[src/rtl/alu_pkg.sv]
// Shared ALU package: multiply op encodings, multiplier FSM states and
// the iteration count used by the sequential multiplier.
package alu_pkg;

    // Encoding matches funct3[1:0] of the RISC-V M-extension multiplies.
    typedef enum logic [1:0] {
        MUL_OP_MUL    = 2'b00,
        MUL_OP_MULH   = 2'b01,
        MUL_OP_MULHSU = 2'b10,
        MUL_OP_MULHU  = 2'b11
    } mul_op_e;

    typedef enum logic [1:0] {
        ST_IDLE = 2'b00,
        ST_CALC = 2'b01,
        ST_FIX  = 2'b10
    } mul_state_e;

    localparam int unsigned MUL_ITER = 32;

endpackage

[src/rtl/seq_multiplier.sv]
// Iterative shift-add multiplier for MUL/MULH/MULHSU/MULHU.
// Operands are converted to magnitudes on accept, multiplied unsigned one
// multiplier bit per clock, then the 64-bit result is sign-corrected and
// the requested word selected.
//
// Ports:
//   clk          system clock, rising edge
//   rst          synchronous active-high reset; aborts any operation
//   start        request strobe, sampled only while idle
//   op           00=MUL 01=MULH 10=MULHSU 11=MULHU
//   multiplicand rs1 operand, captured on accept
//   multiplier   rs2 operand, captured on accept
//   busy         high while a multiply is in progress
//   done         one-cycle pulse when product is updated
//   product      selected result word, held until the next done
module seq_multiplier
    import alu_pkg::*;
#(
    parameter int unsigned XLEN = 32
) (
    input  logic            clk,
    input  logic            rst,
    input  logic            start,
    input  logic [1:0]      op,
    input  logic [XLEN-1:0] multiplicand,
    input  logic [XLEN-1:0] multiplier,
    output logic            busy,
    output logic            done,
    output logic [XLEN-1:0] product
);

    localparam int unsigned CNT_W = $clog2(MUL_ITER) + 1;

    mul_state_e         state;
    mul_op_e            op_reg;
    logic               neg_reg;
    logic [2*XLEN-1:0]  a_reg;
    logic [XLEN-1:0]    b_reg;
    logic [2*XLEN-1:0]  acc;
    logic [CNT_W-1:0]   count;

    logic               sa;
    logic               sb;
    logic [XLEN-1:0]    a_mag;
    logic [XLEN-1:0]    b_mag;
    logic [2*XLEN-1:0]  acc_fixed;

    function automatic logic [2*XLEN-1:0] cond_neg(input logic [2*XLEN-1:0] v,
                                                   input logic neg);
        return neg ? (~v + {{(2*XLEN-1){1'b0}}, 1'b1}) : v;
    endfunction

    always_comb begin
        sa    = multiplicand[XLEN-1] &&
                (op == MUL_OP_MULH || op == MUL_OP_MULHSU);
        sb    = multiplier[XLEN-1] && (op == MUL_OP_MULH);
        // Magnitude of the most negative value wraps to itself, which is
        // the correct unsigned magnitude.
        a_mag = sa ? (~multiplicand + {{(XLEN-1){1'b0}}, 1'b1}) : multiplicand;
        b_mag = sb ? (~multiplier + {{(XLEN-1){1'b0}}, 1'b1}) : multiplier;
        acc_fixed = cond_neg(acc, neg_reg);
    end

    always_ff @(posedge clk) begin
        if (rst) begin
            state   <= ST_IDLE;
            op_reg  <= MUL_OP_MUL;
            neg_reg <= 1'b0;
            a_reg   <= '0;
            b_reg   <= '0;
            acc     <= '0;
            count   <= '0;
            busy    <= 1'b0;
            done    <= 1'b0;
            product <= '0;
        end else begin
            done <= 1'b0;
            case (state)
                ST_IDLE: begin
                    if (start) begin
                        op_reg  <= mul_op_e'(op);
                        neg_reg <= sa ^ sb;
                        a_reg   <= {{XLEN{1'b0}}, a_mag};
                        b_reg   <= b_mag;
                        acc     <= '0;
                        count   <= '0;
                        busy    <= 1'b1;
                        state   <= ST_CALC;
                    end
                end
                ST_CALC: begin
                    if (b_reg[0]) begin
                        acc <= acc + a_reg;
                    end
                    a_reg <= a_reg << 1;
                    b_reg <= b_reg >> 1;
                    count <= count + 1'b1;
                    if (count == CNT_W'(MUL_ITER - 1)) begin
                        state <= ST_FIX;
                    end
                end
                ST_FIX: begin
                    product <= (op_reg == MUL_OP_MUL) ? acc_fixed[XLEN-1:0]
                                                      : acc_fixed[2*XLEN-1:XLEN];
                    done    <= 1'b1;
                    busy    <= 1'b0;
                    state   <= ST_IDLE;
                end
                default: begin
                    busy  <= 1'b0;
                    state <= ST_IDLE;
                end
            endcase
        end
    end

endmodule

[config.mk]
export PLATFORM = sky130hd
export DESIGN_NAME = seq_multiplier
export DESIGN_NICKNAME = d
export VERILOG_FILES = /design/src/rtl/alu_pkg.sv /design/src/rtl/seq_multiplier.sv
export SDC_FILE = /design/constraint.sdc
export NUM_CORES = 1
export LEC_CHECK = 0
export BUFFER_PORTS_ARGS = -buffer_cell sky130_fd_sc_hd__buf_2
export CAP_MARGIN = 20
export CORE_ASPECT_RATIO = 1.4
export CORE_MARGIN = 10
export CORE_UTILIZATION = 23
export CTS_CLUSTER_SIZE = 28
export DETAILED_ROUTE_END_ITERATION = 10
export SLEW_MARGIN = 20
export SYNTH_ARGS = -nofsm -noshare
export SYNTH_HDL_FRONTEND = slang
export SYNTH_SLANG_ARGS = --single-unit
[constraint.sdc]
create_clock -name clk -period 4.08 [get_ports clk]
set_input_delay 0.612 -clock clk [delete_from_list [all_inputs] [get_ports clk]]
set_output_delay 0.612 -clock clk [all_outputs]
set_load 0.005 [all_outputs]
==> impl_summary.txt <==
----------------------------------------------------
[Timing]
  Max-slew violation total from the final report ... 0
  Post-route fraction of the period consumed by the critical path ... 0.894
  Setup TNS ... 0 ns
  Tightest Pin Transition ... 0.864 ns
  Headroom to the max-slew limit ... 0.422
  Worst path setup slack after routing ... 0.431 ns
  Worst hold slack ... 0.340 ns
  Worst clock skew ... 0.0194 ns
  Post-layout min period ... 3.65 ns
  Final Hold Fails ... 0
  RSZ-0062 raised after global routing ... false
  Max Clk Rate ... 0.274 GHz
  Final count of negative-setup-slack endpoints ... 0

[Yosys]
  Asr flop ratio synth ... 0
  Post-synthesis area per instance ... 7.38 um^2
  Top cells by count, synth ... sky130_fd_sc_hd__nand2_1, sky130_fd_sc_hd__a21oi_1, sky130_fd_sc_hd__dfxtp_1, sky130_fd_sc_hd__nor2_1, sky130_fd_sc_hd__o21ai_0
  Number of enable flip-flop cells after synthesis ... 0
  Dominant synthesized flop cell ... sky130_fd_sc_hd__dfxtp_1
  Yosys warnings ... 0
  Net count after synthesis ... 2,061
  Portion of the post-synthesis area used by sequential elements ... 0.289
  Share of Yosys cell area claimed by the top area cell type ... 0.289
  Cells after synthesis ... 1,923
  FF+latch count, synth ... 205
  Largest area contributor in the netlist ... sky130_fd_sc_hd__dfxtp_1
  Synth top area cells ... sky130_fd_sc_hd__dfxtp_1, sky130_fd_sc_hd__a21oi_1, sky130_fd_sc_hd__nand2_1, sky130_fd_sc_hd__ha_1, sky130_fd_sc_hd__o21ai_0
  Mapped Area ... 0.0142 mm^2
  Most repeated cell in the gate-level netlist after synthesis ... sky130_fd_sc_hd__nand2_1
  Cell variety after synth ... 72

[Placement]
  Final GP Congestion ... 0.935
  Input/output buffers ... 102
  Worst setup timing slack at the placement stage ... 0.486 ns
  Final HPWL DP ... 36.7 mm

[Critical path]
  Maximum fanout count along the critical path ... 6
  Category of the critical setup timing path ... register to register
  Worst EP required ... 4.57 ns
  Data arrival time at the worst-slack endpoint ... 4.14 ns
  Startpoint Class ... register
  Logic depth of the worst register-to-register path ... 14
  R2r setup slk ... 0.43 ns
  Reg2Reg Launch Point ... acc[0]$_SDFFE_PP0P_
  Capturing point of the worst reg2reg path ... acc[56]$_SDFFE_PP0P_
  Kind of end point of the critical path ... register

[GRT]
  Via count of the first global-routing pass ... 13,269
  Global Route Usage Sum ... 0.125
  Initial antenna violation count ... 8
  Global-route wire length before repair ... 74.0 mm
  Pin count of the biggest net entering global routing ... 85
  Gr ovfl total ... 0

[Detailed routing]
  Remaining antenna violation count ... 0
  Post-Route WL ... 47.8 mm
  Violation count after the first detailed-routing iteration ... 962
  Via/cell ratio ... 5.05
  Final routed wire length divided by cell count ... 17.1 um
  Number of iterations in the first detailed-routing pass ... 7
  Via Count ... 14,125
  Number of remaining DRC errors ... 0

[Power and ir drop]
  Total power density per cell area ... 315 mW/mm^2
  Largest voltage drop on the vdd net ... 0.211 mV
  Leakage power ... 6.45 nW
  Design Power ... 5.17 mW

[Floorplanning]
  Standard-cell rows ... 107
  Vertical die dimension ... 314 um
  Floorplan die area ... 0.0721 mm^2
  Core footprint ... 0.0610 mm^2
  Starting Density ... 0.232
  Ports ... 103
  Die X-Extent ... 230 um

[CTS]
  Clk pin slew, worst setup/hold paths ... 0.06 ns
  Clock sink total ... 205
  TritonCTS buffer count ... 26
  Total of cells resized after clock tree synthesis ... 0
  Clock latency on the worst-skew pair ... 0.55 ns
  TritonCTS clock tree ... yes
  Number of H-tree levels ... 1
  Count of buffers added by post-CTS timing repair for setup ... 0
  Max Root-Sink Buffers ... 3
  Hold-fix buffer count after cts ... 0
  Clock tree root driver cell ... sky130_fd_sc_hd__clkbuf_16

[Run status]
  Run status ... completed

[Flow run]
  Number of maximum-capacitance constraint violations ... 0

[Min path]
  Number of cells on the worst hold path ... 3
  Worst min path class ... primary input to register
  HP Start ... op[1]
  Min-Delay Endpoint ... op_reg[1]$_SDFFE_PP0P_

[Final layout]
  Nets ... 2,096
  Syn-to-layout area delta ... 15.6%
  Layout cells sized above 1 ... 0.103

----------------------------------------------------
-- where the power goes --
part | internal, mW | switching (mW) | total [mW]
sequential | 2.06 | 0.0556 | 2.12
combinational | 0.245 | 0.469 | 0.714
clock | 1.40 | 0.935 | 2.34
-- per-layer routing --
metal / GRT usage / up-vias / wire length (um)
li1: - / 7086 / -
met2: 0.208 / 426 / 22100
met1: 0.153 / 6492 / 20700
met5: 0 / - / 53
met4: 0.0738 / 8 / 2730
met3: 0.0151 / 113 / 2270
-- cells by family after synthesis --
kind of cell    count (synthesis)  synth area share
buf+inv                       153            0.0407
fa+ha+maj                      69            0.0614
simple gates                  705             0.234
flops                         205             0.289
xor+xnor                      139            0.0858
compound gates                645             0.283
mux                             7           0.00503
-- per-stage QoR --
step	instance area (um^2)	util	cells
2_1_floorplan	14200	-	1923
3_3_place_gp	15500	0.254	2747
3_5_place_dp	15500	0.254	2747
4_1_cts	16400	0.268	2792
5_1_grt	16400	0.269	2796
6_report	16400	0.269	2797
-- area by class of cell --
type	instances	area, um^2
Clock buffer	37	753
Clock inverter	8	98.8
Tap cell	817	1020
Inverter	23	86.3
Sequential cell	205	4110
Antenna cell	5	12.5
Multi-Input combinational cell	1565	9540
Fill cell	6856	44700
Timing Repair Buffer	137	776
-- critical path, cell delays in order (launching register included) --
cell and delay, ns:
sky130_fd_sc_hd__dfxtp_1 0.41, sky130_fd_sc_hd__ha_1 0.21, sky130_fd_sc_hd__inv_1 0.06, sky130_fd_sc_hd__fa_1 0.38, sky130_fd_sc_hd__nor2b_1 0.15, sky130_fd_sc_hd__o21ai_0 0.12
sky130_fd_sc_hd__a21oi_1 0.21, sky130_fd_sc_hd__o211ai_1 0.14, sky130_fd_sc_hd__a21boi_0 0.39, sky130_fd_sc_hd__buf_4 0.21, sky130_fd_sc_hd__a31oi_1 0.19, sky130_fd_sc_hd__o211ai_1 0.38
sky130_fd_sc_hd__a21oi_1 0.18, sky130_fd_sc_hd__or4_1 0.49, sky130_fd_sc_hd__nand3_1 0.07
-- cell usage in the layout, fill, tap and decap left out, types with 68 or more instances in the layout --
master and n:
sky130_fd_sc_hd__ha_1 68, sky130_fd_sc_hd__o21ai_0 127, sky130_fd_sc_hd__nand3_1 68, sky130_fd_sc_hd__a22oi_1 83, sky130_fd_sc_hd__nand2_1 274, sky130_fd_sc_hd__dfxtp_1 204
sky130_fd_sc_hd__xor2_1 71, sky130_fd_sc_hd__a21oi_1 230, sky130_fd_sc_hd__xnor2_1 68, sky130_fd_sc_hd__nor2_1 155, sky130_fd_sc_hd__buf_2 101
-- worst max path at each step --
stage                     cells past startpoint                start                      to
final                                        14  acc[0]$_SDFFE_PP0P_    acc[56]$_SDFFE_PP0P_
after global routing                         11  acc[3]$_SDFFE_PP0P_    acc[59]$_SDFFE_PP0P_
after CTS                                    14  acc[0]$_SDFFE_PP0P_    acc[56]$_SDFFE_PP0P_
after detailed placement                     14  acc[0]$_SDFFE_PP0P_    acc[56]$_SDFFE_PP0P_
after global placement                       11      multiplicand[3]  a_reg[28]$_SDFFE_PP0P_
after floorplan                              10      multiplicand[3]  a_reg[28]$_SDFFE_PP0P_
Note: power is estimated with default switching activity, not from simulation.
